## config.mk

```make
export PLATFORM = sky130hd
export DESIGN_NAME = updown_counter_param
export DESIGN_NICKNAME = d
export VERILOG_FILES = /design/src/rtl/updown_counter_param.sv
export SDC_FILE = /design/constraint.sdc
export NUM_CORES = 1
export LEC_CHECK = 0
export ABC_AREA = 0
export CAP_MARGIN = 30
export CORE_AREA = 4 4 41 43
export CTS_CLUSTER_DIAMETER = 150
export DETAILED_ROUTE_END_ITERATION = 16
export DIE_AREA = 0 0 45 47
export GPL_TIMING_DRIVEN = 0
export PLACE_DENSITY = 0.67
export SYNTH_ARGS = -nofsm -noshare
export SYNTH_HDL_FRONTEND = slang
export SYNTH_SLANG_ARGS = --single-unit
```

## constraint.sdc

```tcl
create_clock -name clk -period 1.5 [get_ports clk]
set_clock_uncertainty 0.2 [all_clocks]
set_input_delay 0.15 -clock clk [delete_from_list [all_inputs] [get_ports clk]]
set_output_delay 0.15 -clock clk [all_outputs]
set_load 0.01 [all_outputs]
```

## src/rtl/updown_counter_param.sv

```systemverilog
// -----------------------------------------------------------------------------
// updown_counter_param
//
// Parametrised up/down counter with an enable prescaler, synchronous clear and
// clamped synchronous load. In wrap mode the count rolls over at the bounds.
// In saturate mode it holds at the bounds. The block emits registered
// one-cycle pulses for every step (tick) and for every bound crossing (wrap).
//
// Parameters:
//   WIDTH      counter width in bits (>= 1)
//   MAX_COUNT  highest count value (1 .. 2**WIDTH-1)
//   SATURATE   0 = wrap at the bounds, 1 = hold at the bounds
//   PRESCALE   enabled cycles per count step (>= 1)
//
// Ports:
//   clk         system clock, rising edge
//   reset       asynchronous reset, active-low
//   clear       synchronous clear to 0, active-high (beats load)
//   load        synchronous load of min(load_value, MAX_COUNT), active-high
//   load_value  value to load
//   enable      counting enable, feeds the prescaler
//   count_dir   1 = count up, 0 = count down
//   count       current count (register)
//   tick        registered pulse, one cycle after each step
//   wrap        registered pulse, one cycle after a bound crossing
//   at_max      count == MAX_COUNT
//   at_min      count == 0
// -----------------------------------------------------------------------------
module updown_counter_param #(
    parameter int WIDTH     = 4,
    parameter int MAX_COUNT = 2**WIDTH - 1,
    parameter bit SATURATE  = 1'b0,
    parameter int PRESCALE  = 1
) (
    input  logic             clk,
    input  logic             reset,
    input  logic             clear,
    input  logic             load,
    input  logic [WIDTH-1:0] load_value,
    input  logic             enable,
    input  logic             count_dir,
    output logic [WIDTH-1:0] count,
    output logic             tick,
    output logic             wrap,
    output logic             at_max,
    output logic             at_min
);

    // The prescaler needs at least one bit, even when PRESCALE = 1.
    localparam int               PRE_W    = (PRESCALE > 1) ? $clog2(PRESCALE) : 1;
    localparam logic [WIDTH-1:0] MAX_VAL  = WIDTH'(MAX_COUNT);
    localparam logic [PRE_W-1:0] PRE_LAST = PRE_W'(PRESCALE - 1);

    logic [PRE_W-1:0] pre_cnt;
    logic [PRE_W-1:0] pre_cnt_next;
    logic [WIDTH-1:0] count_next;
    logic             tick_next;
    logic             wrap_next;
    logic             step;

    // Step strobe: only when neither clear nor load is active, so that a
    // simultaneous clear/load discards the step and its pulses.
    always_comb begin
        // NOTE: every variable gets a default before any branch; a path that
        // leaves one unassigned would infer a latch.
        step         = 1'b0;
        pre_cnt_next = pre_cnt;
        if (clear || load) begin
            pre_cnt_next = '0;
        end else if (enable) begin
            if (pre_cnt == PRE_LAST) begin
                step         = 1'b1;
                pre_cnt_next = '0;
            end else begin
                pre_cnt_next = pre_cnt + 1'b1;
            end
        end
    end

    // Count update. count never exceeds MAX_VAL (load clamps), so count + 1
    // below MAX_VAL cannot overflow WIDTH bits.
    always_comb begin
        count_next = count;
        tick_next  = 1'b0;
        wrap_next  = 1'b0;
        if (clear) begin
            count_next = '0;
        end else if (load) begin
            count_next = (load_value > MAX_VAL) ? MAX_VAL : load_value;
        end else if (step) begin
            tick_next = 1'b1;
            if (count_dir) begin
                if (count != MAX_VAL) begin
                    count_next = count + 1'b1;
                end else if (!SATURATE) begin
                    count_next = '0;
                    wrap_next  = 1'b1;
                end
            end else begin
                if (count != '0) begin
                    count_next = count - 1'b1;
                end else if (!SATURATE) begin
                    count_next = MAX_VAL;
                    wrap_next  = 1'b1;
                end
            end
        end
    end

    always_ff @(posedge clk or negedge reset) begin
        if (!reset) begin
            count   <= '0;
            pre_cnt <= '0;
            tick    <= 1'b0;
            wrap    <= 1'b0;
        end else begin
            // NOTE: non-blocking assignments so every register samples the
            // values from before this edge, independent of statement order.
            count   <= count_next;
            pre_cnt <= pre_cnt_next;
            tick    <= tick_next;
            wrap    <= wrap_next;
        end
    end

    assign at_max = (count == MAX_VAL);
    assign at_min = (count == '0);

endmodule

```

* Word level (Yosys, flattened, before mapping)
Cells that the tools add are included.
W data, S select, Z words.
** Storage, ports and cells
- Memories kept :: 0
- Register bits after elaboration :: 7
- Output and inout port bits :: 8
- Bits in read-only memories :: 0
- RAM bits :: 0
- Word-level logic and storage cells :: 37
- Latch bits :: 0
** Operators by class
- Order comparisons :: 1
- Shift-type cells :: 0
- Multiplexer cells :: 22
- Divide/modulo/power cells :: 0
- Eq/ne operators :: 2
- Multiply operators :: 0
- Add/subtract/negate cells :: 3
- Bitwise operators :: 0
- Reduce and logical (&&, ||, !) cells :: 5
** Operators by type and width (number)
- $mux W4 :: 7
- $mux W1 :: 15
- $add A4 B1 Y4 const B :: 1
- $eq A4 B4 Y1 const B :: 1
- $gt A4 B4 Y1 const B :: 1
- $logic_not A4 Y1 :: 1
- $ne A4 B4 Y1 const B :: 1
- $reduce_bool A4 Y1 :: 1
- $sub A4 B1 Y4 const B :: 1
- $reduce_bool A3 Y1 :: 1
- $reduce_bool A2 Y1 :: 1
- $add A1 B1 Y1 const B :: 1
- $logic_or A1 B1 Y1 :: 1

* Depth between registers and ports, before layout
Gate-level depths: netlist of the first run.
- Depth in word-level cells :: 6
- Gate-level depth with buffers :: 6

* Worst setup path before layout of the first run
Ideal clock, no wire load.
- Path kind :: reg-to-reg
- Start :: register count[0]
- End :: register count[0]
- Slack :: -0.312 ns
- Cell stages (with the launch flop) :: 6
- Library setup time :: 0.104 ns
- Data arrival time :: 1.509 ns
- Cell sequence :: dfrtp_1 inv_1 ha_1 nor3b_1 o211ai_1 a221oi_1
** Between the ends
- Word-level cells in the longest chain between the ends :: 6
- Elaborated cells between the ends (all ways) :: 10
** Ends and longest elaborated chain
- start, declared :: RTL line 42 : output logic [WIDTH-1:0] count,
- start signal, assigned :: RTL line 119 : count <= count_next;
- $sub A4 B1 Y4, or another cell as far along :: RTL line 101 : count_next = count - 1'b1;
- $mux W4, on equally long branches :: RTL line 100, 93
- $mux W4 (*) :: RTL line 92 : if (count_dir) begin
- $mux W4 (*) :: RTL line 90 : end else if (step) begin
- $mux W4 (*) :: RTL line 88 : end else if (load) begin
- $mux W4 (*) :: RTL line 86 : if (clear) begin
Every way passes the cells marked *; elsewhere a longest branch is shown, timed or not. The select of a mux whose other input is x is not followed.
A chain may end at the register's enable or synchronous reset.

* Worst setup path after layout of the first run
- Start :: register count[1]
- End :: register count[0]
** Between the ends
- Word-level cells in the longest chain between the ends :: 6
- Elaborated cells between the ends (all ways) :: 8
** Ends and longest elaborated chain (RTL line)
- $ne A4 B4 Y1 / $reduce_bool A4 Y1 (equally long branches) :: 93, 100
- $mux W4, on equally long branches :: 93, 100
- $mux W4 (*) :: 92
- $mux W4 (*) :: 90
- $mux W4 (*) :: 88
- $mux W4 (*) :: 86
Marks and branches as above.

==> results of run 1 <==
==> worst max-delay path: stages, from the launching register on <==
cell,delay (ps)
dfrtp_2,430
buf_6,130
inv_4,50
ha_4,120
nor3b_4,170
buf_4,140
o211ai_1,100
a221oi_2,240
==> metrics by stage <==
step	cells	setup TNS (ps)
floorplan	49	-121
global placement	79	-872
detailed placement	79	-1000
CTS	96	-762
global route	96	-1270
finish	96	-768
==> cells in the final DEF (no fill, tap or decap), drive strengths merged, types with 2 or more instances in the layout <==
cell type,instances
a21oi,5
buf,15
clkbuf,4
clkdlybuf4s50,9
dfrtp,6
dlygate4sd2,3
dlygate4sd3,2
ha,2
inv,8
mux2i,3
nand2,2
nor2b,2
nor3,2
o21ai,2
xnor2,2
==> registers in the layout, indices dropped and copies added (netlist names) <==
signal  cells
wrap        1
tick        1
count       4
==> timing repair <==
| action | in CTS | in global routing |
|---|---|---|
| setup endpoints to repair | 10 | 8 |
| hold endpoints to repair | 9 | 0 |
| hold buffers | 2 | 0 |
| setup buffers | 11 | 0 |
| resized for setup | 23 | 6 |
| pin swaps | 5 | 6 |
==> layout make-up <==
class / instances / area [um2] / share of cell area (%)
buffer: 2 / 22.5 / 2.64
sequential: 6 / 155 / 18.2
multi-input combinational: 33 / 327 / 38.2
tap: 15 / 18.8 / 2.20
timing repair buffer: 28 / 273 / 31.9
clock buffer: 4 / 26.3 / 3.07
inverter: 8 / 32.5 / 3.81
==> final timing paths <==
path,from,end,slack (ps),cells past startpoint
max in group asynchronous,reset,count[0]$_DFFE_PN0P_,360,2
worst max register to register,count[1]$_DFFE_PN0P_,count[0]$_DFFE_PN0P_,-180,7
worst min-delay path,count_dir,wrap$_DFF_PN0_,70,3
worst min register to register,count[3]$_DFFE_PN0P_,count[3]$_DFFE_PN0P_,590,3
worst max-delay path,count[1]$_DFFE_PN0P_,count[0]$_DFFE_PN0P_,-180,7
min in group asynchronous,reset,tick$_DFF_PN0_,500,2
==> routing by layer <==
metal	part of all wire (%)	routed length, um
met3	6.5	91
met1	41	576
met5	0	0
met4	0	0
met2	52	733
==> cells by family after synthesis <==
group / Yosys count / share of synthesized area (%)
flops: 6 / 34.1
buf+inv: 10 / 11.9
xor+xnor: 2 / 3.98
fa+ha+maj: 2 / 5.68
mux: 3 / 6.82
simple gates: 12 / 15.9
compound gates: 14 / 21.6
==> power breakdown <==
part / total [uW] / switching [uW] / internal [uW]
logic: 254 / 109 / 145
registers: 190 / 15.2 / 174
clock network: 165 / 63.5 / 101
total: 608 / 188 / 421
==> impl_metrics.env, run 1 <==
export IMPL_rows=13
export IMPL_initial_core_util_pct=33.8
export IMPL_num_vias=496
export IMPL_p_leak_uw=0.000372
export IMPL_drtPass1Iterations=4
export IMPL_ys_ff_latch=6
export IMPL_worst_slack_ps=-183
export IMPL_wirelength_um=1400
export IMPL_pin_count=18
export IMPL_remaining_drc_errors=0
export IMPL_path_clk_slew_ps=50
export IMPL_yosysMostFrequentCell="inv_1"
export IMPL_drtIter0Drc=7
export IMPL_gp_congestion=0.745
export IMPL_diodes=0
export IMPL_root_buffer="clkbuf_4"
export IMPL_synth_edff_count=0
export IMPL_overflow=0
export IMPL_slew_limit_headroom_pct=76.9
export IMPL_die_w_um=45
export IMPL_track_usage_pct=16.0
export IMPL_die_area_mm2=0.00212
export IMPL_clock_sinks=6
export IMPL_use_met1_pct=19.4
export IMPL_utilization_pct=65.7
export IMPL_vias_per_cell=5.17
export IMPL_critical_path_peak_fanout=3
export IMPL_syn2layout_area_growth_pct=94.0
export IMPL_ant_nets=0
export IMPL_dpl_instance_area_um2=659
export IMPL_grt_pass1_vias=517
export IMPL_cts_buffers=3
export IMPL_synth_main_ff_cell="dfrtp_1"
export IMPL_post_dp_hpwl_um=812
export IMPL_ys_seq_area_share_pct=34.1
export IMPL_yosys_area_top_type="dfrtp_1"
export IMPL_fin_crit_sh_pct=112
export IMPL_tightest_slew_ps=344
export IMPL_syn_num_nets=61
export IMPL_hold_ws_ps=67.4
export IMPL_status="complete, but fails checks"
export IMPL_synth_common_cells="inv_1, dfrtp_1, a21oi_1"
export IMPL_ys_warn_count=0
export IMPL_fill_cells=118
export IMPL_dp_slack_ps=-373
export IMPL_hold_viol_final=0
export IMPL_drv_slew=0
export IMPL_clk_latency_ps=240
export IMPL_antenna_found_initial=0
export IMPL_synth_top_area_share_pct=34.1
export IMPL_final_cell_area_um2=855
export IMPL_violations="negative setup slack"
export IMPL_met3_usage_pct=4.21
export IMPL_ir_drop_uv=373
export IMPL_maxCapViolCount=0
export IMPL_finalSetupViolCount=6
export IMPL_fin_crit_ps=1680
export IMPL_fmax_mhz=594
export IMPL_crit_arrival_ps=1630
export IMPL_cts_tree="yes"
export IMPL_grt_pass1_wl_um=2420
export IMPL_clockBufferDepth=2
export IMPL_critPathKind="register to register"
export IMPL_power_density_mw_per_mm2=712
export IMPL_grtUsageMet2_pct=29.4
export IMPL_wl_per_cell_um=14.6
export IMPL_dieHeight_um=47
export IMPL_busiest_layer="met2"
export IMPL_async_reset_ff_share_pct=100
export IMPL_ctsHtreeMaxLevel=1
export IMPL_io_buffer_count=15
export IMPL_synth_area_top_cells="dfrtp_1, mux2i_1, inv_1"
export IMPL_cp_required_ps=1450
export IMPL_synthesis_area_um2=440
export IMPL_coreArea_mm2=0.00130
export IMPL_avgSynthCellArea_um2=8.99
export IMPL_hold_class="primary input to register"
export IMPL_synth_distinct_cells=25
export IMPL_grt_setup_unrepaired="true"
export IMPL_grt_start_max_net_pins=11
export IMPL_p_total_uw=608
export IMPL_drive_gt1_share_pct=44.4
export IMPL_nets=94
export IMPL_critPathLaunchType="register"
export IMPL_syn_instance_count=49
export IMPL_end_kind="register"
Power figures use the tool's default switching activity.
==> run 2, diff against run 1 <==
Settings changed: CTS_CLUSTER_SIZE from default to 16, SLEW_MARGIN from default to 20.
==> results of run 2 <==
Final layout, timing and power as in run 1 (identical DEF).
==> patch (config.mk and constraints of run 1) <==
Change the parameter `WIDTH` from 4 to 3.
--- a/src/rtl/updown_counter_param.sv
+++ b/src/rtl/updown_counter_param.sv
@@ -28,5 +28,5 @@
 // -----------------------------------------------------------------------------
 module updown_counter_param #(
-    parameter int WIDTH     = 4,
+    parameter int WIDTH     = 3,
     parameter int MAX_COUNT = 2**WIDTH - 1,
     parameter bit SATURATE  = 1'b0,
Ports: changed (resized count and load_value); port bits go from 18 to 16. No check against the original RTL was run, so the function may have changed too.
==> patch against run 1 <==
- the flow still finishes with violations (setup timing)
- final cell count is 24% lower
- routed wire length is 41% lower
- worst hold slack gained 0.21 ns
- sequential share of layout area up 2.5 points
- synthesized area is 22% lower
- first-iteration DRC count fell by 86%
- via count is 31% lower
- die area is the same
- power shrank 26%
- sequential cell count is 1 lower
- design area fell by 29%
- setup slack better by 0.023 ns
- highest routed layer unchanged
==> patch: results <==
group,metric,value,unit
finish,area_growth,77.7,%
pwr,power_density,739,mW/mm^2
grt,grt_pass1_wl,1.21,mm
finish,clk_share,4.33,%
run_status,violations,"setup timing",
setup_path,worst_path_largest_cell_delay,0.40,ns
run_status,run_status,"finished with violations",
timing,relSlewSlack,80.4,%
grt,met3_usage,4.60,%
placement,pre_cts_ws,-0.187,ns
worst_hold_path,hold_end,"count[2]",
pwr,vdd_drop_max,0.000817,V
setup_path,r2r-end,"count[2]",
finish,buf_share,29.9,%
timing,setup_ws,-0.160,ns
detailed_routing,met3_length,82,um
synthesis,synthAdderAreaFrac,14.7,%
grt,use_met1,8.74,%
setup_path,crit_fanout,4,
clock_network,cts_sinks,5,
grt,grtUsageTotal,8.17,%
grt,grt_start_max_net_pins,9,
grt,grt_pass1_vias,313,
synthesis,yosys-top-cells-count,"6 x a21oi_1, 5 x dfrtp_1, 4 x ha_1, 4 x inv_1",
detailed_routing,first_iter_violations,1,
detailed_routing,viasPerCell,4.66,
finish,drive_gt1_share,31.0,%
synthesis,synth_cells,35,
placement,gp_congestion,0.737,
finish,seq_share,20.6,%
placement,port_buffers,14,
synthesis,synth.area.top_cells,"dfrtp_1 37%, ha_1 15%, a21oi_1 8.8%",
grt,groute.layer.met2.usage,13.3,%
timing,setup_violations,3,
placement,place_inst,64,
## patch: changes by cell type in the layout (fill, tap and decap cells not counted), moves of 2 or more
cell	delta
nand2_1	-2
a21oi_1	+2
buf_4	-3
mux2i_1	-3
inv_1	-3
dfrtp_2	-4
buf_6	-7
nor3b_1	+2
dfrtp_1	+3
## patch: critical path: cells and delay by family, from the launching register on
family          cells  cell delay (ns)
flops               1             0.40
simple gates        1             0.39
compound gates      2             0.30
fa+ha+maj           1             0.16
buf+inv             1             0.08
## patch: worst max-delay path by stage
stage                         from  endpoint  slack [ns]  depth (start not counted)
after floorplan           count[0]  count[2]       -0.14                          5
after global placement    count[0]    at_max       -0.18                          3
after detailed placement  count[0]    at_max       -0.19                          3
after CTS                 count[1]  count[2]       -0.15                          5
after global routing      count[1]  count[2]       -0.21                          5
final                     count[1]  count[2]       -0.16                          5
